[src/rtl/brent_kung_pkg.sv]
// brent_kung_pkg: shared constants, FSM state type and the A/B interleave helper
// for the Brent-Kung adder and its operand-recovery checker.
package brent_kung_pkg;
    localparam int W = 12;
    localparam int DIGIT = 2;

    typedef enum logic [1:0] {IDLE, RUN, DONE} state_t;

    // Adder input format: even bits carry A, odd bits carry B.
    function automatic logic [2*W-1:0] pack_pair(input logic [W-1:0] a, input logic [W-1:0] b);
        logic [2*W-1:0] p;
        p = '0;
        for (int i = 0; i < W; i++) begin
            p[2*i]   = a[i];
            p[2*i+1] = b[i];
        end
        return p;
    endfunction
endpackage

[src/rtl/bk_operand_recover_if.sv]
// bk_operand_recover_if: input and output valid/ready channels of the operand recovery block.
interface bk_operand_recover_if;
    import brent_kung_pkg::*;
    logic           in_valid_i;
    logic           in_ready_o;
    logic [W:0]     sum_i;
    logic [W-1:0]   a_i;
    logic           out_valid_o;
    logic           out_ready_i;
    logic [2*W-1:0] pair_o;
    logic [W-1:0]   b_o;
    logic           range_err_o;

    modport master (
        output in_valid_i, sum_i, a_i, out_ready_i,
        input  in_ready_o, out_valid_o, pair_o, b_o, range_err_o
    );
    modport slave (
        input  in_valid_i, sum_i, a_i, out_ready_i,
        output in_ready_o, out_valid_o, pair_o, b_o, range_err_o
    );
endinterface

[src/rtl/bk_digit_sub.sv]
// bk_digit_sub: combinational DIGIT-bit subtract-with-borrow cell.
module bk_digit_sub #(
    parameter int DIGIT = 2
) (
    input  logic [DIGIT-1:0] x,
    input  logic [DIGIT-1:0] y,
    input  logic             bin,
    output logic [DIGIT-1:0] d,
    output logic             bout
);
    assign {bout, d} = {1'b0, x} - {1'b0, y} - {{DIGIT{1'b0}}, bin};
endmodule

[src/rtl/bk_operand_recover.sv]
// bk_operand_recover: recovers B = SUM - A one digit per cycle and re-interleaves {A,B}.
// BK_RANGE_CHECK_EN enables the range_err_o check; undefined ties it to 0.
module bk_operand_recover
    import brent_kung_pkg::*;
(
    input logic clk,
    input logic rst,
    bk_operand_recover_if.slave bus
);
    localparam int NDIG = W / DIGIT;
    localparam int CW = $clog2(NDIG);
    localparam logic [CW-1:0] LAST = CW'(NDIG - 1);

    state_t         state, state_n;
    logic [W-1:0]   sum_q, a_q, b_q;
    logic [CW-1:0]  k;
    logic           borrow;
    logic [DIGIT-1:0] d;
    logic           bout;
`ifdef BK_RANGE_CHECK_EN
    logic           cout_q;
`endif

    // One subtract cell, walked across the operands by the digit counter.
    bk_digit_sub #(.DIGIT(DIGIT)) u_sub (
        .x    (sum_q[k*DIGIT +: DIGIT]),
        .y    (a_q[k*DIGIT +: DIGIT]),
        .bin  (borrow),
        .d    (d),
        .bout (bout)
    );

    always_ff @(posedge clk or posedge rst) begin
        if (rst) state <= IDLE;
        else     state <= state_n;
    end

    always_comb begin
        state_n = state;
        bus.in_ready_o  = 1'b0;
        bus.out_valid_o = 1'b0;
        bus.range_err_o = 1'b0;
        state_n = (state == IDLE && bus.in_valid_i) ? RUN :
                  (state == RUN  && k == LAST)      ? DONE :
                  (state == DONE && bus.out_ready_i) ? IDLE : state;
        bus.in_ready_o  = state == IDLE;
        bus.out_valid_o = state == DONE;
`ifdef BK_RANGE_CHECK_EN
        // Result fits in W bits only when the carry-out cancels the final borrow.
        bus.range_err_o = (state == DONE) & (cout_q ^ borrow);
`endif
        bus.b_o    = b_q;
        bus.pair_o = pack_pair(a_q, b_q);
    end

    always_ff @(posedge clk or posedge rst) begin
        if (rst) begin
            sum_q  <= '0;
            a_q    <= '0;
            b_q    <= '0;
            k      <= '0;
            borrow <= 1'b0;
`ifdef BK_RANGE_CHECK_EN
            cout_q <= 1'b0;
`endif
        end else if (state == IDLE && bus.in_valid_i) begin
            sum_q  <= bus.sum_i[W-1:0];
            a_q    <= bus.a_i;
            k      <= '0;
            borrow <= 1'b0;
`ifdef BK_RANGE_CHECK_EN
            cout_q <= bus.sum_i[W];
`endif
        end else if (state == RUN) begin
            b_q[k*DIGIT +: DIGIT] <= d;
            borrow <= bout;
            k      <= k + 1'b1;
        end
    end
endmodule

[src/flat_wrapper.sv]
// flat-port wrapper written by rule: the top's interface ports become plain ports
module bk_operand_recover_flat import brent_kung_pkg::*;
  (clk, rst, bus_in_valid_i, bus_sum_i, bus_a_i, bus_out_ready_i, bus_in_ready_o, bus_out_valid_o, bus_pair_o, bus_b_o, bus_range_err_o);
  bk_operand_recover_if bus_i ();
  input logic clk;
  input logic rst;
  input wire logic [$bits(bus_i.in_valid_i)-1:0] bus_in_valid_i;
  input wire logic [$bits(bus_i.sum_i)-1:0] bus_sum_i;
  input wire logic [$bits(bus_i.a_i)-1:0] bus_a_i;
  input wire logic [$bits(bus_i.out_ready_i)-1:0] bus_out_ready_i;
  output wire logic [$bits(bus_i.in_ready_o)-1:0] bus_in_ready_o;
  output wire logic [$bits(bus_i.out_valid_o)-1:0] bus_out_valid_o;
  output wire logic [$bits(bus_i.pair_o)-1:0] bus_pair_o;
  output wire logic [$bits(bus_i.b_o)-1:0] bus_b_o;
  output wire logic [$bits(bus_i.range_err_o)-1:0] bus_range_err_o;
  assign bus_i.in_valid_i = bus_in_valid_i;
  assign bus_i.sum_i = bus_sum_i;
  assign bus_i.a_i = bus_a_i;
  assign bus_i.out_ready_i = bus_out_ready_i;
  assign bus_in_ready_o = bus_i.in_ready_o;
  assign bus_out_valid_o = bus_i.out_valid_o;
  assign bus_pair_o = bus_i.pair_o;
  assign bus_b_o = bus_i.b_o;
  assign bus_range_err_o = bus_i.range_err_o;
  bk_operand_recover u_core (.clk(clk), .rst(rst), .bus(bus_i));
endmodule
[config.mk]
export PLATFORM = sky130hd
export DESIGN_NAME = bk_operand_recover_flat
export DESIGN_NICKNAME = d
export VERILOG_FILES = /design/src/rtl/brent_kung_pkg.sv /design/src/rtl/bk_operand_recover_if.sv /design/src/rtl/bk_digit_sub.sv /design/src/rtl/bk_operand_recover.sv /design/src/flat_wrapper.sv
export SDC_FILE = /design/constraint.sdc
export NUM_CORES = 1
export LEC_CHECK = 0
export ABC_AREA = 1
export BUFFER_PORTS_ARGS = -buffer_cell sky130_fd_sc_hd__buf_2
export CAP_MARGIN = 20
export CORE_MARGIN = 10
export CORE_UTILIZATION = 50
export CTS_CLUSTER_DIAMETER = 150
export DETAILED_ROUTE_END_ITERATION = 10
export GPL_TIMING_DRIVEN = 0
export PLACE_DENSITY = 0.78
export REMOVE_ABC_BUFFERS = 1
export SYNTH_ARGS = -nofsm -noshare
export SYNTH_HDL_FRONTEND = slang
export SYNTH_SLANG_ARGS = --single-unit
[constraint.sdc]
create_clock -name clk -period 5.4 [get_ports clk]
set_input_delay 0.27 -clock clk [delete_from_list [all_inputs] [get_ports clk]]
set_output_delay 0.27 -clock clk [all_outputs]
set_load 0.005 [all_outputs]
==> flow_summary_export.csv, run 1 <==
group,metric,value,unit
floorplanning,fp.dieH,86.8,µm
placed_design,dp.final_hpwl,3790,µm
sta,setup_violations,0,
routing,drc,0,
cells_and_area,final_cells,389,
floorplanning,pin_count,68,
cts,clockRootBuffer,"clkbuf_8",
synth,synth.avg_cell_area,7.83,µm²
setup_path,r2r-end,"u_core.bus.b_o[7]",
setup_path,rr_startpoint,"u_core.k[0]",
pwr,power_frac_clock,38.9,%
sta,worst_pin_slew,0.874,ns
cells_and_area,diodes,0,
setup_path,cp_slowest_cell,"dfrtp_1",
cells_and_area,drive_above_1_share,25.8,%
pwr,ir_drop,0.123,mV
floorplanning,core-area,4320,µm²
pwr,comb_power_share,3.1,%
setup_path,critPathKind,"register to register",
cts,cts_resized,0,
grt,grt_start_max_net_pins,43,
synth,synthCells,285,
sta,final.period_utilization,59.5,%
setup_path,crit_fanout,24,
outcome,status,"complete, no violations",
grt,grt_first_pass_wirelength,8630,µm
routing,wire_per_inst,12.9,µm
setup_path,crit_path_max_incr_delay,0.83,ns
routing,num_vias,1881,
routing,drt_wl_total,5030,µm
sta,hold_violations,0,
setup_path,rrSetupSlack,2.19,ns
floorplanning,chipWidth,86.8,µm
routing,viasPerCell,4.84,
pwr,p_sw_share,21.6,%
routing,ant_nets,0,
synth,synth-seq-area-share,47.1,%
routing,first_iter_violations,137,
setup_path,worstSetupEndpointType,"register",
pwr,p_int,0.424,mW
sta,fin_setup_tns,0,ns
synth,synth_cell_types,25,
grt,gr-total-overflow,0,
sta,slew_violations,0,
pwr,p_leak,1.54,nW
synth,synth_mux_area_share,0,%
setup_path,cp.required,5.64,ns
placed_design,dp_cells,381,
synth,synth_top_family_by_area,"simple AND/OR/NAND/NOR gates",
setup_path,worstPathCellList,"inv_1 -> nor2_1 -> nor2_1 -> o21ai_0 -> nand3_1 -> fa_1 -> fa_1 -> nand2_1 -> nor3_1 -> nand2_1 -> nand2_1",
floorplanning,die-area,7540,µm²
sta,whs,0.146,ns
cts,numCtsBuffers,5,
synth,yosys.area.top_type_share,47.1,%
sta,rsz0062_at_grt,"false",
cts,cts_buffer_depth,2,
pwr,pwr-share-seq,58.0,%
cts,cts_tree,"done",
placed_design,gp_congestion,0.818,
cts,cts_sinks,42,
cts,h-tree-depth,2,
synth,synth_largest_area_cell,"dfrtp_1",
cts,clk_latency,0.30,ns
synth,ys_ff_latch,42,
min_path,hold_path.class,"input port to async pin",
routing,drt_pass1_iterations,4,
pwr,switchingPower,0.117,mW
setup_path,cp-start-kind,"register",
grt,grt.total_usage,13.8,%
cts,post_cts_buffers,0,
synth,yosys_warnings,0,
synth,synth_area,2230,µm²
cells_and_area,syn_to_final_growth,15.5,%
setup_path,crit_arrival,3.46,ns
sta,finalCriticalPeriod,3.21,ns
synth,yosys.area_share.simple,29.2,%
cells_and_area,most-common-layout-cells,"nand2_1 (86), buf_2 (65), dfrtp_1 (42)",
synth,synth-xor-area-share,0.392,%
cells_and_area,finalNetCount,371,
synth,synth_fa_ha_area_share,4.04,%
floorplanning,floorplan.initialDensity,51.6,%
pwr,power_density,210,nW/µm²
cells_and_area,layout_commonest_cell,"nand2_1",
cts,clk_pin_slew,0.08,ns
synth,synth_area_leaders,"dfrtp_1 (47%), nand2_1 (14%), nor2_1 (6.1%)",
setup_path,critPathMostFrequentCell,"nand2_1",
placed_design,port_buffers,65,
grt,antenna_found_initial,0,
sta,fmax,311,MHz
grt,grt_pass1_vias,1905,
cts,holdBufCountCts,0,
synth,synth-compound-area-share,7.62,%
cells_and_area,post-route-util,59.6,%
sta,slew_headroom,41.7,%
setup_path,reg2regPathDepth,11,
job,cap_viol_max_count,0,
floorplanning,num_rows,24,
sta,skew,0.00594,ns
pwr,power,0.541,mW
[synthesized netlist by cell type]
cell,count
or2_2,2
o22ai_1,3
nor3_1,6
ha_1,4
buf_6,1
nand2_2,1
o211ai_1,1
nand3_1,23
clkbuf_1,2
inv_1,26
nor2_4,1
nand4_1,3
a21oi_1,9
a21oi_2,7
xnor2_1,1
inv_2,2
o21bai_1,1
nand2_1,86
buf_4,15
fa_1,2
buf_2,4
o21ai_0,6
nor2_1,36
conb_1,1
dfrtp_1,42
[state kept, by name, summed over array words and instances (netlist names)]
| name | cells |
|---|---|
| u_core.a_q | 12 |
| u_core.bus.b_o | 12 |
| u_core.sum_q | 12 |
| u_core.k | 3 |
| u_core.state | 2 |
| u_core.borrow | 1 |
[cell type report]
class / count / area, µm²
fill: 430 / 1750
sequential: 42 / 1050
multi-input combinational: 193 / 925
timing repair buffer: 66 / 340
inverter: 28 / 105
clock buffer: 7 / 86.3
tap: 52 / 65.1
clock inverter: 1 / 5.00
[layer usage]
metal | GRT usage (%) | part of all wire (%) | vias up
met5 | 0 | 0 | -
met4 | 5.74 | 1.9 | 0
met3 | 5.07 | 8.4 | 9
met2 | 23.3 | 48 | 58
met1 | 15.3 | 42 | 834
li1 | - | - | 980
[worst max-delay path: cells and delay by family (launching register included)]
family                   cells  cell delay (ns)
AO/OA/AOI/OAI                1             0.07
adder cells (fa/ha/maj)      2             0.97
buffers and inverters        1             0.45
flip-flops                   1             0.83
AND/OR/NAND/NOR              7             0.84
[metrics by stage]
stage	instance area, µm²	worst slack (ns)
final	2580	2.19
after global routing	2580	1.81
after CTS	2580	2.19
after detailed placement	2490	2.20
after global placement	2470	2.25
after floorplan	2080	2.77
[how the worst max path moves through the flow]
stage / from / depth (start not counted) / to
final: u_core.k[0] / 11 / u_core.bus.b_o[7]
after global routing: u_core.k[0] / 11 / u_core.bus.b_o[7]
after CTS: u_core.k[0] / 11 / u_core.bus.b_o[7]
after detailed placement: u_core.k[0] / 11 / u_core.bus.b_o[7]
after global placement: u_core.k[0] / 11 / u_core.bus.b_o[11]
after floorplan: u_core.k[0] / 11 / u_core.bus.b_o[9]
[power groups by stage]
stage / logic (mW) / registers [mW] / clock network (mW)
2_1_floorplan: 0.00486 / 0.320 / 0
3_3_place_gp: 0.0167 / 0.320 / 0
3_5_place_dp: 0.0172 / 0.320 / 0
4_1_cts: 0.0172 / 0.314 / 0.216
5_1_grt: 0.0195 / 0.314 / 0.226
6_report: 0.0166 / 0.314 / 0.211
[kinds of logic (layout without fill, tap and decap cells)]
kind of cell | count (synthesis) | after routing
adder cells (fa/ha/maj) | 6 | 6
AO/OA/AOI/OAI | 27 | 27
buffers and inverters | 50 | 102
XOR/XNOR | 1 | 1
other | 1 | 1
AND/OR/NAND/NOR | 158 | 158
flip-flops | 42 | 42
No activity file was read; power rests on OpenSTA's default activity.
==> run 2: changes to the inputs <==
clock period = 3.1 ns   (was 5.4 ns; I/O delays follow)
==> run 2 against run 1 <==
- clock-buffer cell count unchanged
- sequential cell count unchanged
- critical path depth unchanged
- final cell count up 0.77%
- power up 74%
- highest routed layer unchanged
- critical path type unchanged
- setup slack worse by 1.9 ns
- worst hold slack worse by 0.12 ns
- core utilization up 0.69 points
- clock power up 73%
- maximum frequency up 15%
==> flow_summary_export.csv, run 2 (synthesized netlist as in run 1, its figures left out) <==
group,metric,value,unit
setup_path,critPathKind,"register to register",
setup_path,crit_fanout,24,
pwr,power_density,361,nW/µm²
sta,setup_violations,0,
setup_path,rrSetupSlack,0.32,ns
floorplanning,die-area,7540,µm²
pwr,p_leak,1.55,nW
cts,clockRootBuffer,"clkbuf_8",
job,cap_viol_max_count,0,
cts,h-tree-depth,2,
setup_path,cp.required,3.35,ns
cells_and_area,layout_commonest_cell,"nand2_1",
sta,fin_ws,0.317,ns
sta,fmax,359,MHz
routing,wire_per_inst,13.0,µm
routing,drt_wl_total,5080,µm
routing,ant_nets,0,
cells_and_area,post-route-util,60.3,%
sta,fin_setup_tns,0,ns
sta,whs,0.0279,ns
sta,slew_violations,0,
cells_and_area,syn_to_final_growth,16.8,%
setup_path,crit_arrival,3.03,ns
cells_and_area,diodes,0,
cts,clk_latency,0.30,ns
cells_and_area,drive_above_1_share,27.1,%
sta,final.period_utilization,89.8,%
grt,grt_pass1_vias,1905,
placed_design,port_buffers,65,
routing,first_iter_violations,168,
grt,grt_first_pass_wirelength,8630,µm
sta,rsz0062_at_grt,"false",
routing,drc,0,
sta,worst_pin_slew,0.868,ns
cells_and_area,most-common-layout-cells,"nand2_1 (86), buf_2 (65), dfrtp_1 (41)",
sta,slew_headroom,42.0,%
grt,antenna_found_initial,0,
cts,cts_buffer_depth,2,
placed_design,dp_slack,-0.0996,ns
sta,finalCriticalPeriod,2.78,ns
placed_design,gp_congestion,0.818,
placed_design,dp_cells,381,
routing,num_vias,1883,
cells_and_area,n_fill_cell,429,
cts,cts_tree,"done",
floorplanning,pin_count,68,
setup_path,cp-start-kind,"register",
setup_path,r2r-end,"u_core.bus.b_o[7]",
cells_and_area,final_cells,392,
grt,grt_start_max_net_pins,43,
outcome,status,"complete, no violations",
sta,skew,0.00827,ns
grt,grt.total_usage,13.8,%
grt,gr-total-overflow,0,
sta,hold_violations,0,
routing,drt_pass1_iterations,4,
pwr,ir_drop,0.214,mV
cts,holdBufCountCts,0,
placed_design,dpl-instance-area,2490,µm²
floorplanning,floorplan.initialDensity,51.6,%
setup_path,rr_startpoint,"u_core.k[0]",
setup_path,reg2regPathDepth,11,
placed_design,dp.final_hpwl,3790,µm
cells_and_area,final_area,2610,µm²
cts,clk_pin_slew,0.08,ns
cells_and_area,finalNetCount,374,
routing,viasPerCell,4.80,
cts,numCtsBuffers,5,
floorplanning,num_rows,24,
cts,cts_sinks,42,
setup_path,worstSetupEndpointType,"register",
floorplanning,core-area,4320,µm²
floorplanning,fp.dieH,86.8,µm
floorplanning,chipWidth,86.8,µm
pwr,power,0.942,mW
min_path,hold_path.class,"input port to async pin",
## run 2: cell types whose count changed in the layout (fill, tap and decap cells not counted)
cell,previous run,this run
inv_1,25,24
buf_4,0,3
dfrtp_4,0,1
dfrtp_1,42,41
clkinvlp_4,0,1
## run 2: how the worst max path moves through the flow
stage	startpoint	endpoint	slack, ns	depth (start not counted)
final	u_core.k[0]	u_core.bus.b_o[7]	0.32	11
after global routing	u_core.k[0]	u_core.bus.b_o[7]	0.02	11
after CTS	u_core.k[0]	u_core.bus.b_o[7]	0.22	11
after detailed placement	u_core.k[0]	u_core.bus.b_o[7]	-0.1	11
after global placement	u_core.k[0]	u_core.bus.b_o[11]	-0.05	11
after floorplan	u_core.k[0]	u_core.bus.b_o[9]	0.47	11
## run 2: power breakdown
part	switching, mW	total (mW)	internal [mW]	leakage, nW
logic	0.0170	0.0289	0.0119	1.00
clock network	0.186	0.366	0.180	0.0482
registers	0	0.547	0.547	0.496
total	0.203	0.942	0.739	1.55
## run 2: area by class of cell
type                            count  area (µm²)  area share [%]
Timing Repair Buffer               69         363            13.9
Clock inverter                      1        5.00           0.192
Sequential cell                    42        1050            40.5
Inverter                           28         109            4.17
Clock buffer                        7        86.3            3.31
Tap cell                           52        65.1            2.50
Multi-Input combinational cell    193         925            35.5
## run 2: per-layer routing
metal | vias to the layer above | wire length (µm) | global-route usage (%)
met4 | 0 | 100 | 5.74
li1 | 986 | - | -
met5 | - | 0 | 0
met2 | 59 | 2430 | 23.3
met3 | 8 | 408 | 5.07
met1 | 830 | 2150 | 15.3
## run 2: what timing repair did
action / 4_1_cts / 5_1_grt
gates resized for setup: 1 / 2
setup buffers: 0 / 3
setup endpoints to repair: 5 / 3
## run 2: worst max-delay path, stage by stage (launching register included)
cell and delay [ns]:
dfrtp_4 0.61, clkinvlp_4 0.23, buf_4 0.15, nor2_1 0.04
nor3_1 0.17, a21oi_1 0.09, fa_1 0.42, fa_1 0.56
nand2_1 0.13, nor3_1 0.20, nand2_1 0.08, nand2_1 0.06
==> run 3: changes to the inputs <==
CAP_MARGIN = unset   (was 20)
CORE_UTILIZATION = 51   (was 50)
PLACE_DENSITY = 0.79   (was 0.78)
==> run 3 against run 2 <==
- sequential share of layout area is 0.21 points higher
- sequential cell count unchanged
- die area fell by 1.5%
- register-to-register slack better by 0.05 ns
- worst hold slack improved by 0.0031 ns
- clock skew fell by 0.0031 ns
- via count shrank 1.0%
- critical path depth unchanged
- setup slack gained 0.049 ns
- largest cell class unchanged
- highest routed layer unchanged
==> flow_summary_export.csv, run 3 (synthesized netlist as in run 1, its figures left out) <==
group,metric,value,unit
outcome,status,"complete, no violations",
routing,drt_pass1_iterations,4,
routing,num_vias,1864,
pwr,power_density,380,nW/µm²
cells_and_area,most-common-layout-cells,"nand2_1 (86), buf_2 (65), dfrtp_1 (41)",
setup_path,critPathKind,"register to register",
sta,setup_violations,0,
floorplanning,floorplan.initialDensity,54.2,%
placed_design,dpl-instance-area,2470,µm²
sta,slew_violations,0,
placed_design,port_buffers,65,
placed_design,gp_congestion,0.824,
sta,finalCriticalPeriod,2.73,ns
sta,slew_headroom,12.4,%
grt,grt_start_max_net_pins,43,
floorplanning,core-area,4120,µm²
grt,gr-total-overflow,0,
sta,worst_pin_slew,1.31,ns
sta,rsz0062_at_grt,"false",
job,cap_viol_max_count,0,
pwr,ir_drop,0.276,mV
floorplanning,die-area,7420,µm²
cts,clk_latency,0.30,ns
sta,skew,0.00518,ns
placed_design,dp.final_hpwl,3680,µm
cts,h-tree-depth,2,
cts,cts_sinks,42,
setup_path,cp.required,3.34,ns
cts,holdBufCountCts,0,
cells_and_area,layout_commonest_cell,"nand2_1",
floorplanning,chipWidth,86.2,µm
pwr,p_leak,1.54,nW
cells_and_area,syn_to_final_growth,16.2,%
setup_path,worstSetupEndpointType,"register",
cts,clk_pin_slew,0.08,ns
routing,viasPerCell,4.82,
setup_path,crit_arrival,2.98,ns
cts,cts_tree,"done",
setup_path,cp-start-kind,"register",
sta,fmax,366,MHz
routing,ant_nets,0,
grt,grt.total_usage,13.5,%
floorplanning,num_rows,23,
sta,final.period_utilization,88.2,%
setup_path,crit_fanout,24,
routing,first_iter_violations,69,
grt,grt_first_pass_wirelength,8370,µm
setup_path,reg2regPathDepth,11,
cells_and_area,final_area,2590,µm²
cells_and_area,drive_above_1_share,26.7,%
floorplanning,fp.dieH,86.2,µm
grt,grt_pass1_vias,1917,
floorplanning,pin_count,68,
cells_and_area,post-route-util,63.0,%
routing,wire_per_inst,12.7,µm
cts,numCtsBuffers,5,
min_path,hold_path.class,"input port to async pin",
cells_and_area,finalNetCount,371,
routing,drc,0,
cells_and_area,diodes,0,
cts,clockRootBuffer,"clkbuf_8",
grt,antenna_found_initial,0,
cts,cts_buffer_depth,2,
sta,hold_violations,0,
routing,drt_wl_total,4900,µm
-- run 3: changes by cell type in the layout (fill, tap and decap cells not counted), sizes merged --
cell    change
buf         -3
clkbuf      +1
clkinv      -1
-- run 3: per-layer routing --
metal / vias up / global-route usage [%] / wire, µm / part of all wire, %
met5: - / 0 / 0 / 0
met4: 0 / 5.24 / 55 / 1.1
met3: 6 / 4.64 / 326 / 6.7
met2: 49 / 22.3 / 2220 / 45
met1: 830 / 15.6 / 2300 / 47
li1: 979 / - / - / -
-- run 3: what timing repair did --
item                       4_1_cts  5_1_grt
resized for setup                1        2
setup buffers                    0        1
setup endpoints to repair        3        3
-- run 3: worst max-delay path, cell delays in order, from the launching register on --
cell and delay (ns):
dfrtp_4 0.59, clkinvlp_4 0.29, nor2_1 0.14, nor2_1 0.04
o21ai_0 0.07, nand3_1 0.14, fa_1 0.41, fa_1 0.55
nand2_1 0.12, nor3_1 0.19, nand2_1 0.07, nand2_1 0.06
-- run 3: final timing paths --
| check | startpoint | endpoint | slack (ns) |
|---|---|---|---|
| worst max-delay path | u_core.k[0] | u_core.bus.b_o[7] | 0.37 |
| worst min-delay path | rst | u_core.bus.b_o[1] | 0.03 |
| worst max register to register | u_core.k[0] | u_core.bus.b_o[7] | 0.37 |
| worst min register to register | u_core.sum_q[8] | u_core.sum_q[8] | 0.47 |
| max in group asynchronous | rst | u_core.k[0] | 2.43 |
| min in group clk | bus_a_i[11] | u_core.a_q[11] | 0.08 |
-- run 3: final cells by class --
class                      instances  area, µm²
sequential                        42       1050
tap                               50       62.6
clock buffer                       8        110
timing repair buffer              66        333
fill                             378       1520
multi-input combinational        193        925
inverter                          28        109
-- run 3: report_power, final --
part           internal [mW]  switching (mW)
Combinational         0.0119          0.0168
Clock                  0.225           0.185
Sequential             0.547               0
-- run 3: metrics by stage --
step / hold WS (ns) / std cells / TNS [ns] / setup WS (ns) / power, mW
detailed placement: 0.390 / 378 / -0.0288 / -0.0127 / 0.588
finish: 0.0309 / 387 / 0 / 0.366 / 0.986
CTS: 0.0679 / 386 / 0 / 0.277 / 0.998
global route: 0.0954 / 387 / 0 / 0.102 / 1.02
global placement: 0.388 / 378 / -0.0976 / -0.0411 / 0.587
floorplan: 0.299 / 263 / 0 / 0.473 / 0.567
